==> src/rtl/dcp_pkg.sv <==
// Shared definitions for the dedicated counter processor: FSM state encoding
// and the wrap counter width used when DCP_WRAP_CNT_EN is defined.
package dcp_pkg;

    typedef enum logic [1:0] {
        IDLE = 2'd0,
        LOAD = 2'd1,
        RUN  = 2'd2,
        HOLD = 2'd3
    } dcp_state_t;

    localparam int WRAP_CNT_W = 16;

endpackage

==> src/rtl/dcp_prescaler.sv <==
// Step-rate prescaler: emits a one-cycle tick every PRESCALE clocks.
// clr restarts the period so the first tick lands PRESCALE clocks after release.
module dcp_prescaler #(
    parameter int PRESCALE = 10_000_000
) (
    input  logic clk,
    input  logic reset,
    input  logic clr,
    output logic tick
);

    localparam int CNT_W = (PRESCALE > 1) ? $clog2(PRESCALE) : 1;
    localparam logic [CNT_W-1:0] LAST = CNT_W'(PRESCALE - 1);

    logic [CNT_W-1:0] cnt_q;

    // NOTE: tick is decoded from the count register itself, so it is high on the
    // same cycle the count sits at its last value and needs no extra flop.
    assign tick = (cnt_q == LAST);

    always_ff @(posedge clk or negedge reset) begin
        if (!reset) begin
            cnt_q <= '0;
        end else if (clr || tick) begin
            cnt_q <= '0;
        end else begin
            cnt_q <= cnt_q + 1'b1;
        end
    end

endmodule

==> src/rtl/dedicated_counter_processor.sv <==
// Up/down counter with run-time limit, wrap/halt mode and start/stop control.
// Define DCP_WRAP_CNT_EN to add the saturating wrap_cnt output.
module dedicated_counter_processor
    import dcp_pkg::*;
#(
    parameter int WIDTH    = 8,
    parameter int PRESCALE = 10_000_000
) (
    input  logic                  clk,
    input  logic                  reset,
    input  logic                  start,
    input  logic                  stop,
    input  logic                  dir,
    input  logic                  wrap_en,
    input  logic [WIDTH-1:0]      limit,
    output logic [WIDTH-1:0]      out,
    output logic                  busy,
    output logic                  done
`ifdef DCP_WRAP_CNT_EN
    ,
    output logic [WRAP_CNT_W-1:0] wrap_cnt
`endif
);

    dcp_state_t       state_q;
    logic [WIDTH-1:0] a_q;
    logic [WIDTH-1:0] out_q;
    logic             busy_q;
    logic             done_q;
    logic             dir_q;
    logic             wrap_q;
    logic [WIDTH-1:0] limit_q;

    logic             tick;
    logic [WIDTH-1:0] term_d;
    logic [WIDTH-1:0] reload_d;
    logic [WIDTH-1:0] step_d;
    logic [WIDTH-1:0] load_val_d;

    dcp_prescaler #(
        .PRESCALE (PRESCALE)
    ) u_prescaler (
        .clk   (clk),
        .reset (reset),
        .clr   (state_q == LOAD),
        .tick  (tick)
    );

    // Run-time decisions use the shadow copies; only LOAD looks at the live inputs.
    assign term_d     = dir_q ? '0 : limit_q;
    assign reload_d   = dir_q ? limit_q : '0;
    assign step_d     = dir_q ? a_q - 1'b1 : a_q + 1'b1;
    assign load_val_d = dir ? limit : '0;

    always_ff @(posedge clk or negedge reset) begin
        if (!reset) begin
            state_q <= IDLE;
            a_q     <= '0;
            out_q   <= '0;
            busy_q  <= 1'b0;
            done_q  <= 1'b0;
            dir_q   <= 1'b0;
            wrap_q  <= 1'b0;
            limit_q <= '0;
        end else begin
            done_q <= 1'b0;
            // NOTE: stop is tested ahead of the state case so it beats start everywhere.
            if (stop && state_q != IDLE) begin
                state_q <= IDLE;
                busy_q  <= 1'b0;
            end else begin
                case (state_q)
                    IDLE, HOLD: begin
                        if (start && !stop) begin
                            state_q <= LOAD;
                            busy_q  <= 1'b1;
                        end
                    end
                    LOAD: begin
                        dir_q   <= dir;
                        limit_q <= limit;
                        wrap_q  <= wrap_en;
                        a_q     <= load_val_d;
                        out_q   <= load_val_d;
                        state_q <= RUN;
                        if (limit == '0) begin
                            done_q <= 1'b1;
                            if (!wrap_en) begin
                                state_q <= HOLD;
                                busy_q  <= 1'b0;
                            end
                        end
                    end
                    RUN: begin
                        if (tick) begin
                            if (a_q != term_d) begin
                                a_q   <= step_d;
                                out_q <= step_d;
                                if (step_d == term_d) begin
                                    done_q <= 1'b1;
                                    if (!wrap_q) begin
                                        state_q <= HOLD;
                                        busy_q  <= 1'b0;
                                    end
                                end
                            end else begin
                                a_q    <= reload_d;
                                out_q  <= reload_d;
                                done_q <= (reload_d == term_d);
                            end
                        end
                    end
                    default: state_q <= IDLE;
                endcase
            end
        end
    end

`ifdef DCP_WRAP_CNT_EN
    logic [WRAP_CNT_W-1:0] wrap_cnt_q;
    logic                  wrap_evt;

    assign wrap_evt = (state_q == RUN) && !stop && tick && (a_q == term_d);

    always_ff @(posedge clk or negedge reset) begin
        if (!reset) begin
            wrap_cnt_q <= '0;
        end else if (state_q == LOAD) begin
            wrap_cnt_q <= '0;
        end else if (wrap_evt && wrap_cnt_q != '1) begin
            wrap_cnt_q <= wrap_cnt_q + 1'b1;
        end
    end

    assign wrap_cnt = wrap_cnt_q;
`endif

    assign out  = out_q;
    assign busy = busy_q;
    assign done = done_q;

endmodule

==> config.mk <==
export PLATFORM = sky130hd
export DESIGN_NAME = dedicated_counter_processor
export DESIGN_NICKNAME = d
export VERILOG_FILES = /design/src/rtl/dcp_pkg.sv /design/src/rtl/dcp_prescaler.sv /design/src/rtl/dedicated_counter_processor.sv
export SDC_FILE = /design/constraint.sdc
export NUM_CORES = 1
export LEC_CHECK = 0
export ABC_AREA = 1
export BUFFER_PORTS_ARGS = -buffer_cell sky130_fd_sc_hd__buf_4
export CORE_ASPECT_RATIO = 1.75
export CORE_MARGIN = 5
export CORE_UTILIZATION = 50
export DETAILED_ROUTE_END_ITERATION = 6
export PLACE_DENSITY = 0.68
export SLEW_MARGIN = 15
export SYNTH_ARGS = -nofsm -noshare
export SYNTH_HDL_FRONTEND = slang
export SYNTH_SLANG_ARGS = --single-unit
==> constraint.sdc <==
create_clock -name clk -period 4.74 [get_ports clk]
set_input_delay 0.237 -clock clk [delete_from_list [all_inputs] [get_ports clk]]
set_output_delay 0.237 -clock clk [all_outputs]
set_load 0.05 [all_outputs]
# --- Word level (Yosys, flattened, before mapping) ---
# Cells that the tools add are included.
word_totals:
  regBits: 46
  out_inout_bits: 10
classes:
  add_sub_neg: 3
  n_eq_ne: 15
  n_mux: 32
  bitwise_logic: 1
  reduce_logical: 13
op_table:
  columns: ["cell", "n"]
  rows:
  - ["$mux W8", 6]
  - ["$add A24 B1 Y24 const B", 1]
  - ["$eq A24 B24 Y1 const B", 1]
  - ["$mux W24", 1]
  - ["$ne A3 B3 Y1 const B", 6]
  - ["$eq A8 B8 Y1", 2]
  - ["$pmux W8 S2", 1]
  - ["$mux W1", 15]
  - ["$mux W2", 6]
  - ["$add A8 B1 Y8 const B", 1]
  - ["$logic_not A8 Y1", 1]
  - ["$ne A8 B8 Y1", 1]
  - ["$sub A8 B1 Y8 const B", 1]
  - ["$reduce_and A7 Y1", 1]
  - ["$pmux W2 S3", 1]
  - ["$reduce_and A5 Y1", 1]
  - ["$eq A2 B2 Y1 const B", 2]
  - ["$reduce_bool A2 Y1", 2]
  - ["$ne A3 B2 Y1 const B", 1]
  - ["$pmux W1 S3", 1]
  - ["$reduce_and A3 Y1", 1]
  - ["$eq A2 B1 Y1 const B", 1]
  - ["$logic_and A1 B1 Y1", 2]
  - ["$logic_not A2 Y1", 1]
  - ["7 further kinds", 7]

# --- Depth between registers and ports, before layout ---
depth:
  ltp_word: 8
  mapped_depth: 15

# --- Modules after synthesis ---
# From an unflattened synthesis, not the netlist that was laid out.
hier_totals:
  hier_cells: 500
  hier_area_um2: 3417.0
by_module_without_submodules:
  columns: ["module", "instances", "cells_per_inst", "area_per_inst_um2"]
  rows:
  - ["dedicated_counter_processor", 1, 282, 1871.8]
  - ["dcp_prescaler", 1, 218, 1545.2]

# --- Worst setup path after synthesis ---
# No wires, ideal clock.
synth_path:
  kind: "register -> register"
  startpoint: "reg out[0] (netlist name)"
  endpoint: "reg busy_q, in the netlist busy"
  arrival_time_ns: 2.087
  path_slack_ns: 2.534
  stages_incl_launch_ff: 11
  synth_period_minus_slack_ns: 2.206
  path_cell_list: "dfrtp_1 > fa_1 > xnor2_1 > xnor2_1 > nand3_1 > nor2_1 > nand3_1 > nand2_1 > nand3_1 > nand2_1 > nand2_1"
synth_lines:
  columns: ["item", "line_no", "source"]
  rows:
  - ["to (signal assigned)", "dedicated_counter_processor.sv:60", "busy_q <= 1'b0;"]
  - ["to (signal assigned)", "dedicated_counter_processor.sv:70", "busy_q <= 1'b0;"]
  - ["to (signal assigned)", "dedicated_counter_processor.sv:76", "busy_q <= 1'b1;"]
  - ["to (decl)", "dedicated_counter_processor.sv:28", "logic busy_q;"]

# --- Worst setup path in the final report ---
layout_path:
  startpoint: "reg dir_q"
  endpoint: "reg busy_q, in the netlist busy"
layout_via:
  elab_chain_cells: 4
layout_lines:
  columns: ["item", "line_no", "source"]
  rows:
  - ["from (decl)", "dedicated_counter_processor.sv:30", "logic dir_q;"]
  - ["from (signal assigned)", "dedicated_counter_processor.sv:80", "dir_q <= dir;"]
  - ["$mux W8, on equally long branches", "dedicated_counter_processor.sv:52, dedicated_counter_processor.sv:50", null]
  - ["$eq A8 B8 Y1 or $ne A8 B8 Y1 (tied branches)", "dedicated_counter_processor.sv:99, dedicated_counter_processor.sv:96", null]
  - ["$ne A3 B3 Y1 (no source line)", null, null]
  - ["$reduce_and A7 Y1 (no source line) (*)", null, null]
  - ["to (signal assigned)", "dedicated_counter_processor.sv:60", null]
  - ["to (signal assigned)", "dedicated_counter_processor.sv:70", null]
  - ["to (signal assigned)", "dedicated_counter_processor.sv:103", "busy_q <= 1'b0;"]
# Mark *: on every way between the ends. The rest lies on a longest branch, timed or not.
# A chain may end at the register's enable or synchronous reset.

==> results.toml <==
[run]
maxCapViolCount = 0

[final_layout]
layout_common_cells = "nand2_1 (119), inv_1 (59), dfrtp_1 (46)"
final_cells = 569
diodes = 0
final_util_pct = 56.86
drive_above_1_share_pct = 13.76
nets = 511
fin_area_um2 = 3662
layout_commonest_cell = "nand2_1"
syn2layout_area_growth_pct = 12.62

[pwr]
ir_drop_mv = 0.2893
total_power_mw = 2.339
power.leakage_nw = 1.782
power.density_nw_per_um2 = 638.7

[clock_tree]
htree_num_levels = 2
cts.sinks = 46
cts_tree = "yes"
post-cts-setup-buffers = 0
path_clk_slew_ps = 60
root_buffer = "clkbuf_16"
clk_path_buf_depth = 2
clk_latency_ps = 290
cts_made_buffers = 5

[yosys]
synth-simple-area-share_pct = 38.71
async_reset_ff_share_pct = 100.0
avgSynthCellArea_um2 = 7.069
synth_xor_area_share_pct = 3.232
syn_inst = 460
synth_top_family_by_area = "simple AND/OR/NAND/NOR gates"
synth_edf_count = 0
ys.warnings.count = 0
synth_nets = 485
synth_ff_type = "dfrtp_1"
ys_types = 38
synthMuxAreaShare_pct = 0
synth_compound_area_share_pct = 9.811
yosysSeqAreaShare_pct = 35.40
synth_area_um2 = 3252
synth-seq-cells = 46
synth_fa_ha_area_share_pct = 4.463

[worst_hold_path]
hp-class = "input port to flop"
min_from = "wrap_en"
min_path_cells = 3
hold-path-endpoint = "wrap_q$_DFFE_PN0P_"

[routing]
dr_total_vias = 3034
first_iter_violations = 232
totalWireLength_um = 8258
ant_nets = 0
drtPass1Iterations = 4
drc = 0
via_per_inst = 5.332
wl_per_cell_um = 14.51

[critical_path]
cp_max_fo = 9
cp_cell_sequence = "ha_1, nand2_1, inv_1, nand3_1, nand3_1, nand2_1, nand2_1, nand2_1, nor2_1, nand3_1, nand2_1, nand3_1, nand2_1, nand2_1"
crit_top_cell = "nand2_1"
worst_setup_path_end_kind = "flop"
slowest_delay_ps = 530
path_class = "flop to flop"
worst-path-buf-inv = 1
cpLargestDelayFamily = "simple AND/OR/NAND/NOR gates"
start_kind = "flop"
r2r_end = "busy$_DFFE_PN0P_"
r2r_cells = 14
critPathSlowestCell = "dfrtp_1"
cp.arrival_ps = 2640
r2r-start = "dir_q$_DFFE_PN0P_"
worst-endpoint-required_ps = 4930
r2r_slack_ps = 2290

[sta]
period_share_pct = 51.79
rsz0062_at_grt = "false"
finalSetupViolCount = 0
setup_tns_ps = 0
tightest_slew_ps = 846.6
hold_viol_final = 0
final_max_slew_viol_count = 0
hold_slack_ps = 180.6
slew_headroom_pct = 43.42
worst_slack_ps = 2285
fmaxAchievable_ghz = 0.4074
fin_crit_ps = 2455
finalClockSkew_ps = 3.966

[die]
start_util_pct = 50.49
chipWidth_um = 70.96
rows = 39
io-pin-count = 24
coreArea_um2 = 6441
dieArea_um2 = 8280
die_h_um = 116.7

[placed_design]
placed_cell_area_um2 = 3505
dp_hpwl_um = 6554
dpl.cell_count = 560
port_buffers = 23
gp_congestion = 0.9029
pre_cts_slack_ps = 2319

[grt]
grt_pass1_vias = 3080
gr-total-overflow = 0
grt_pass1_wl_um = 13970
antenna_found_initial = 0
grt.total_usage_pct = 21.71
grt_max_degree = 47

[status]
status = "completed"
## worst min-delay path, stage by stage
cell and delay [ps]:
buf_4 90, nand2_1 40, o21ai_0 60
## cells in the mapped netlist, drive strengths merged, types with 2 or more instances
master    n  area share (%)
nand4    10             1.9
o21a      3            0.69
a21oi    21             3.3
buf       3            0.46
dfrtp    46              35
inv      66             7.7
and3      2            0.38
a21boi    3            0.69
clkbuf    2            0.23
nor4      5            0.96
a31oi     2            0.38
nor3     23             4.0
or2       2            0.39
nor2     47             7.1
nand3    44             7.5
nand2   127              15
xor2      5             1.3
xnor2     7             1.9
o21ai    23             4.0
nor3b     4            0.92
ha       10             3.8
## per-layer routing
layer | up-vias | part of all wire (%) | GRT usage (%)
met2 | 57 | 55 | 40.73
met5 | - | 0 | 0
met3 | 34 | 2.2 | 3.531
met4 | 0 | 6.3 | 15.81
met1 | 1395 | 36 | 20.96
li1 | 1548 | - | -
## where the power goes
part	switching [mW]	total [mW]	leakage, nW	internal, mW
combinational	0.880	1.36	1.10	0.477
sequential	0.128	0.625	0.607	0.498
clock	0.148	0.357	0.0739	0.209
## what timing repair did
action | CTS | global route
resized for setup | 0 | 0
hold buffers | 1 | 0
hold endpoints to repair | 46 | 0
## flip-flops by register name, indices dropped and copies added (netlist names)
name	flops
busy	1
dir_q	1
done	1
limit_q	8
out	8
state_q	2
u_prescaler.cnt_q	24
wrap_q	1
## cells by family after synthesis
kind of cell | count (synthesis)
compound gates | 55
simple gates | 265
fa+ha+maj | 11
flops | 46
xor+xnor | 12
buf+inv | 71
## worst max-delay path by stage
stage / from / endpoint / slack (ps) / cells past startpoint
2_1_floorplan: out[0]$_DFFE_PN0P_ / busy$_DFFE_PN0P_ / 2530 / 10
3_3_place_gp: dir_q$_DFFE_PN0P_ / state_q[1]$_DFFE_PN0P_ / 2390 / 15
3_5_place_dp: dir_q$_DFFE_PN0P_ / busy$_DFFE_PN0P_ / 2320 / 14
4_1_cts: dir_q$_DFFE_PN0P_ / busy$_DFFE_PN0P_ / 2310 / 15
5_1_grt: dir_q$_DFFE_PN0P_ / busy$_DFFE_PN0P_ / 2100 / 15
6_report: dir_q$_DFFE_PN0P_ / busy$_DFFE_PN0P_ / 2290 / 14
## final cells by class
cell class,instances,area [um^2]
inverters,66,250.2
fillers,654,2779
clock inverters,1,5.005
repair buffers,24,182.7
flip-flops and latches,46,1151
multi-input cells,343,1828
well taps,82,102.6
clock buffers,7,142.6
(Power assumes the default switching activity.)
